<file path="src/rtl/rlwe_imem_load_ctrl.sv">
// Boot/load sequencer: pops a length header from the host FIFO, copies the program into the
// core instruction SRAM, then releases the core and gates its fetches. Optional: RLWE_LOAD_CHECKSUM_EN.
//
// state | meaning
// HDR   | waiting for / popping the length header
// LOAD  | writing payload words into the SRAM
// CHK   | popping and comparing the trailing XOR checksum (checksum build only)
// RUN   | program loaded, core out of reset, fetches acknowledged
// ERR   | bad header or checksum, FIFO drained, waits for soft_restart
module rlwe_imem_load_ctrl #(
    parameter int DATA_WIDTH = 32,
    parameter int ADDR_WIDTH = 20,
    parameter int MAX_WORDS  = 262144
) (
    input  logic                  clk,
    input  logic                  rst_n,
    input  logic                  fifo_empty,
    input  logic [DATA_WIDTH-1:0] fifo_data,
    output logic                  fifo_dequeue_en,
    output logic                  mem_write_en,
    output logic [ADDR_WIDTH-1:0] mem_write_addr,
    output logic [DATA_WIDTH-1:0] mem_write_data,
    input  logic                  core_imem_req,
    input  logic [ADDR_WIDTH-1:0] core_imem_addr,
    output logic                  core_imem_ack,
    output logic                  core_rst_n,
    input  logic                  soft_restart,
    output logic                  load_done,
    output logic                  busy,
    output logic                  error,
    output logic                  fetch_fault,
    output logic [ADDR_WIDTH-2:0] word_count
);

    localparam int LW = ADDR_WIDTH - 1;
    localparam logic [LW-1:0] MAX_LEN = LW'(MAX_WORDS);
    localparam logic [LW-1:0] ONE     = LW'(1);

    typedef enum logic [2:0] {
        S_HDR,
        S_LOAD,
`ifdef RLWE_LOAD_CHECKSUM_EN
        S_CHK,
`endif
        S_RUN,
        S_ERR
    } state_t;

    state_t          state;
    logic [LW-1:0]   len;
    logic [LW-1:0]   hdr_len;
    logic            fetch_ok;
    logic            last_word;
`ifdef RLWE_LOAD_CHECKSUM_EN
    logic [DATA_WIDTH-1:0] csum;
`endif

    assign hdr_len   = fifo_data[LW-1:0];
    assign last_word = (word_count + ONE) == len;
    // len<<2 can reach 2**ADDR_WIDTH, so the compare is one bit wider than the address
    assign fetch_ok  = {1'b0, core_imem_addr} < {len, 2'b00};

    assign fifo_dequeue_en = !fifo_empty && !soft_restart && (state != S_RUN);
    assign mem_write_en    = !fifo_empty && !soft_restart && (state == S_LOAD);
    assign mem_write_addr  = {word_count[LW-2:0], 2'b00};
    assign mem_write_data  = fifo_data;
    assign core_imem_ack   = (state == S_RUN) && core_imem_req && fetch_ok;

    always_ff @(posedge clk or negedge rst_n) begin
        if (!rst_n) begin
            state       <= S_HDR;
            len         <= '0;
            word_count  <= '0;
            core_rst_n  <= 1'b0;
            load_done   <= 1'b0;
            busy        <= 1'b0;
            error       <= 1'b0;
            fetch_fault <= 1'b0;
`ifdef RLWE_LOAD_CHECKSUM_EN
            csum        <= '0;
`endif
        end else begin
            fetch_fault <= (state == S_RUN) && core_imem_req && !fetch_ok;
            if (soft_restart) begin
                state      <= S_HDR;
                len        <= '0;
                word_count <= '0;
                core_rst_n <= 1'b0;
                load_done  <= 1'b0;
                busy       <= 1'b1;
                error      <= 1'b0;
`ifdef RLWE_LOAD_CHECKSUM_EN
                csum       <= '0;
`endif
            end else begin
                case (state)
                    S_HDR: begin
                        busy <= 1'b1;
                        if (!fifo_empty) begin
                            len <= hdr_len;
`ifdef RLWE_LOAD_CHECKSUM_EN
                            csum <= fifo_data;
`endif
                            if (hdr_len == '0 || hdr_len > MAX_LEN) begin
                                state <= S_ERR;
                                error <= 1'b1;
                                busy  <= 1'b0;
                            end else begin
                                state <= S_LOAD;
                            end
                        end
                    end
                    S_LOAD: begin
                        if (!fifo_empty) begin
                            word_count <= word_count + ONE;
`ifdef RLWE_LOAD_CHECKSUM_EN
                            csum <= csum ^ fifo_data;
                            if (last_word) state <= S_CHK;
`else
                            if (last_word) begin
                                state      <= S_RUN;
                                core_rst_n <= 1'b1;
                                load_done  <= 1'b1;
                                busy       <= 1'b0;
                            end
`endif
                        end
                    end
`ifdef RLWE_LOAD_CHECKSUM_EN
                    S_CHK: begin
                        if (!fifo_empty) begin
                            busy <= 1'b0;
                            if (fifo_data == csum) begin
                                state      <= S_RUN;
                                core_rst_n <= 1'b1;
                                load_done  <= 1'b1;
                            end else begin
                                state <= S_ERR;
                                error <= 1'b1;
                            end
                        end
                    end
`endif
                    S_RUN: ;
                    S_ERR: ;
                    default: state <= S_ERR;
                endcase
            end
        end
    end

endmodule

</file>
<file path="config.mk">
export PLATFORM = sky130hd
export DESIGN_NAME = rlwe_imem_load_ctrl
export DESIGN_NICKNAME = d
export VERILOG_FILES = /design/src/rtl/rlwe_imem_load_ctrl.sv
export SDC_FILE = /design/constraint.sdc
export NUM_CORES = 1
export LEC_CHECK = 0
export CAP_MARGIN = 25
export CORE_MARGIN = 5
export CORE_UTILIZATION = 30
export CTS_BUF_LIST = sky130_fd_sc_hd__clkbuf_8 sky130_fd_sc_hd__clkbuf_16
export CTS_CLUSTER_DIAMETER = 150
export DETAILED_ROUTE_END_ITERATION = 8
export GPL_TIMING_DRIVEN = 0
export PLACE_DENSITY_LB_ADDON = 0.2
export SYNTH_ARGS = -nofsm -noshare
export SYNTH_HDL_FRONTEND = slang
export SYNTH_SLANG_ARGS = --single-unit
</file>
<file path="constraint.sdc">
create_clock -name clk -period 8.8 [get_ports clk]
set_clock_uncertainty 0.15 [all_clocks]
set_input_delay 1.76 -clock clk [delete_from_list [all_inputs] [get_ports clk]]
set_output_delay 1.76 -clock clk [all_outputs]
set_load 0.02 [all_outputs]
</file>
# Yosys cells after proc, flatten, opt, wreduce, memory -nomap -nowiden
# Cells that the tools add are included.
[classes] n_addsub=1 order_cmp=2 eq_ne=10 muxes=26 reduce_logical=24
[ops] operator="$mux 19" count=6
[ops] operator="$lt 20x21->1" count=1
[ops] operator="$add 19x1->19 const B" count=1
[ops] operator="$eq 19x19->1" count=1
[ops] operator="$gt 19x19->1 const B" count=1
[ops] operator="$logic_not 19->1" count=1
[ops] operator="$mux 1" count=13
[ops] operator="$mux 3" count=4
[ops] operator="$ne 3x3->1 const B" count=3
[ops] operator="$pmux 3 s3" count=1
[ops] operator="$reduce_and 3->1" count=3
[ops] operator="$reduce_bool 2->1" count=4
[ops] operator="$eq 3x2->1 const B" count=2
[ops] operator="$logic_and 1x1->1" count=6
[ops] operator="$ne 2x1->1 const B" count=2
[ops] operator="$reduce_and 2->1" count=2
[ops] operator="$reduce_and 4->1" count=1
[ops] operator="$eq 3x1->1 const B" count=1
[ops] operator="$logic_not 1->1" count=3
[ops] operator="$logic_not 3->1" count=1
[ops] operator="$ne 3x2->1 const B" count=1
[ops] operator="$reduce_bool 3->1" count=1
[ops] operator="$mux 2" count=1
[ops] operator="$pmux 1 s2" count=1
[ops] operator="other kinds (2)" count=2
[word_totals] register_bits=45 in_bits=57 word_cells=70

# Longest topological paths before layout
[depth] word_depth=6 ltp_mapped=10 ltp_nobuf=8

# Least setup slack after synthesis
# OpenSTA, ideal clock, no wires.
[synth_timing] kind="input to output" start="input port core_imem_addr[3]" end="output port core_imem_ack" t_arrival_ns=3.015 required_ns=6.890 slack_ns=3.875 cell_stages=7 path_cell_list="ha_1 > a21o_1 > a21o_1 > a21oi_1 > o21ai_0 > a31oi_1 > a41o_1"
[synth_between] elab_chain_cells=2
[synth_lines] element="start, declared" line_no="24" source="input logic [ADDR_WIDTH-1:0] core_imem_addr,"
[synth_lines] element="$lt 20x21->1" line_no="61" source="assign fetch_ok = {1'b0, core_imem_addr} < {len, 2'b00};"
[synth_lines] element="$logic_and 1x1->1" line_no="67" source="assign core_imem_ack = (state == S_RUN) && core_imem_req && fetch_ok;"
[synth_lines] element="end, declared" line_no="25" source="output logic core_imem_ack,"
# No other way between the ends.

# Worst setup path in the final report
# Ends and elaborated chain as after synthesis.

==> results.txt <==
----------------------------------------------------
[Run status]
  Run status ... finished clean

[Die]
  Initial core utilization ... 30.2%
  Horiz. Die Dim ... 117 um
  Total I/O pin count ... 136
  Core Box Area ... 11300 sq um
  Cell row count ... 39
  Die area ... 13600 sq um
  Chip Height ... 117 um

[Pwr]
  Clk network pwr share ... 37.4%
  Pwr dens ... 116 nW/um^2
  Portion of total power attributed to sequential cells ... 38.5%
  Net switching fraction of the power ... 27.2%
  Overall power ... 0.573 mW
  Leakage component of the power ... 2.08 nW
  Internal power component ... 0.417 mW
  Comb power frac ... 24.0%
  Maximum vdd drop ... 66.1 uV
  Power spent charging and discharging nets ... 0.156 mW

[Drt]
  Starting DRT DRC Count ... 114
  Highest signal layer in the routed design ... met4
  Vias per cell ... 4.87
  Met3 Wirelength ... 633 um
  Total Routed Length ... 9.85 mm
  First-pass iteration count of the detailed router ... 4
  Post-route ant nets ... 0
  Met2 wire length ... 4.67 mm
  Remaining routing DRC violations ... 0
  WL per Instance ... 15.0 um
  DR vias ... 3200
  Wire length on met1 ... 4.44 mm

[Timing]
  Slew at the pin closest to its max-slew limit ... 0.869 ns
  Final-report hold violation count ... 0
  Final number of max-transition violations ... 0
  Final sum of negative setup slack ... 0 ns
  Unrepaired setup endpoints after global routing ... no
  Tcrit/Tclk final ... 69.6%
  Max Clk Rate ... 163 MHz
  Min Tclk post-route ... 6.13 ns
  Max_slew headroom ... 41.6%
  Number of setup violations in the final report ... 0
  Post-layout worst setup margin ... 2.67 ns

[Setup path]
  Worst-path fanout max ... 2
  Startpoint type of the worst setup path ... primary input
  Critical Path, Cell by Cell ... clkdlybuf4s50_1 > ha_1 > a21o_1 > a21o_1 > a21oi_1 > o21ai_0 > a31oi_1 > a41o_1 > clkdlybuf4s50_1
  Launch instance of the worst register-to-register path ... word_count[0]
  Reg-to-reg critical path endpoint ... busy
  Arr. time, crit path ... 4.22 ns
  Classification of the worst setup path ... in -> out
  Endpoint class of the critical path ... primary output
  Required time worst endpoint ... 6.89 ns
  Highest-delay cell along the critical path ... sky130_fd_sc_hd__clkdlybuf4s50_1
  Slack of the worst reg-to-reg path ... 5.36 ns
  Count of cells along the worst register-to-register path ... 10
  Delay contributed by the slowest stage of the critical path ... 0.60 ns

[Yosys]
  Distinct cell type count after synthesis ... 57
  Async SR Flop Fraction ... 100%
  Proportion of synthesized chip area in sequential cells ... 32.3%
  Number of enable-type register cells in the synthesized netlist ... 0
  Number of synthesized register bits ... 44
  Number of standard cells after synthesis ... 388
  Cell area after technology mapping ... 3410 sq um
  Synth Warn # ... 0
  Syn avg cell area ... 8.78 sq um
  Prevailing post-synth register cell ... sky130_fd_sc_hd__dfrtp_1

[Placement]
  Cell area reported after detailed placement ... 4770 sq um
  Number of port buffers ... 116
  Place WS ... 2.63 ns
  Total half-perimeter wirelength after legalization and detailed placement ... 7.94 mm
  Number of placed cells counting well taps ... 649
  Final GP Congestion ... 0.890

[Layout]
  Number of fill cells in the layout ... 1150
  Post-layout net count ... 588
  Layout-stage area growth over the synthesis result ... 45.0%
  Final std cell area, no fill ... 4940 sq um
  Multi-input gate area ... 1750 sq um
  Share of layout cells above drive strength 1 ... 16.0%
  Most common cell after layout, fill and taps aside ... sky130_fd_sc_hd__clkdlybuf4s50_1
  Sequential cell area in the final layout ... 1100 sq um
  Most frequent cells in the layout ... 115 x sky130_fd_sc_hd__clkdlybuf4s50_1, 54 x sky130_fd_sc_hd__buf_4, 44 x sky130_fd_sc_hd__dfrtp_1
  Count of non-filler cells in the finished layout ... 657
  N_diodes ... 0

[Clocking]
  Clock tree from TritonCTS ... built
  Number of hold buffers added after CTS ... 0
  # clock sinks ... 44
  Clock latency on the worst-skew pair ... 0.29 ns
  Count of buffers added by post-CTS timing repair for setup ... 0
  H-Tree Level Count ... 2
  CTS Buf Count ... 5
  Max clock buf depth ... 2
  Clock-pin slew reported for the worst setup and hold paths after clock tree synthesis ... 0.07 ns
  CTS-repair resized insts ... 0
  Root buffer cell ... sky130_fd_sc_hd__clkbuf_16

[Job]
  Max-cap violations ... 0

[Global routing]
  Combined global-route utilization of all metal layers ... 14.6%
  Vias in the first global route ... 3197
  Initial antenna violation count ... 0
  Global-route wire length before repair ... 15.9 mm
  Overflow left after global routing ... 0
  Pin count of the biggest net entering global routing ... 30

[Hold path]
  Hold Path Depth ... 1
  End point of the worst hold path ... len[5]
  Hold crit path type ... reg -> reg
  Start point of the worst min-delay path ... len[5]

----------------------------------------------------
==> cell usage after synthesis (all sizes together) (2+ instances only) <==
cell type   n  share of area [%]
nand3      11                1.6
or3         7                1.3
a21oi      16                2.4
dfrtp      44                 32
o31ai       2               0.44
a31o        2               0.51
o21ai      14                2.1
and3        3               0.59
nor4        7                1.3
nand2      20                2.2
nand2b      5               0.92
nand4      13                2.4
clkbuf     12                1.4
a22o       20                5.1
a21o        8                1.8
inv        19                2.1
and2        4               0.81
nor2b       2               0.37
ha         18                6.6
o2111ai     2               0.51
buf        62                 13
xnor2      20                5.1
nor3        6               0.88
xor2       15                3.9
a31oi       3               0.55
or4         3               0.77
nor2       26                2.9
and4        4                1.1
==> critical path: cells and delay by family <==
kind	cells	cell delay [ns]
compound gates	6	1.16
fa+ha+maj	1	0.29
buf+inv	2	1.00
==> area by class of cell <==
| cell class | count | area share, % |
|---|---|---|
| clock inverter | 3 | 0.861 |
| sequential | 44 | 22.3 |
| multi-input combinational | 252 | 35.4 |
| timing repair buffer | 117 | 23.8 |
| inverter | 19 | 1.44 |
| buffer | 74 | 10.1 |
| tap | 143 | 3.62 |
| clock buffer | 5 | 2.53 |
==> sequential cells by signal, summed over array words and instances, names as in the netlist <==
name         count
busy             1
error            1
fetch_fault      1
len             19
load_done        1
state            2
word_count      19
==> worst max-delay path by stage <==
stage                           start            end  slack, ns  cells after the start
detailed placement  core_imem_addr[3]  core_imem_ack       2.63                      9
floorplan           core_imem_addr[3]  core_imem_ack       3.88                      7
global placement    core_imem_addr[3]  core_imem_ack       2.62                      9
finish              core_imem_addr[3]  core_imem_ack       2.67                      9
global route        core_imem_addr[3]  core_imem_ack       2.55                      9
CTS                 core_imem_addr[3]  core_imem_ack       2.62                      9
==> through the flow <==
stage / utilization (%) / hold slack (ns)
5_1_grt: 43.8 / 0.370
3_3_place_gp: 42.1 / 0.338
2_1_floorplan: - / 0.323
6_report: 43.8 / 0.359
3_5_place_dp: 42.3 / 0.347
4_1_cts: 43.8 / 0.361
==> metal layers <==
layer  GRT usage (%)  vias up
met5               0        -
met4            3.90        0
met3            2.64       10
met2            23.6      105
met1            20.0     1509
li1                -     1576
==> power by group through the flow <==
stage / Clock (mW) / Combinational, mW / Sequential [mW]
floorplan: 0 / 0.0764 / 0.224
global placement: 0 / 0.136 / 0.225
detailed placement: 0 / 0.140 / 0.225
CTS: 0.218 / 0.140 / 0.221
global route: 0.229 / 0.153 / 0.222
finish: 0.215 / 0.138 / 0.221
==> cells by family after synthesis <==
family	after synthesis	synth area share [%]
AND/OR/NAND/NOR	115	18.0
AO/OA/AOI/OAI	79	16.3
flip-flops	44	32.3
multiplexers	2	0.624
XOR/XNOR	35	9.00
adder cells (fa/ha/maj)	19	6.90
buffers and inverters	93	16.7
other	1	0.110
Power figures use the tool's default switching activity.
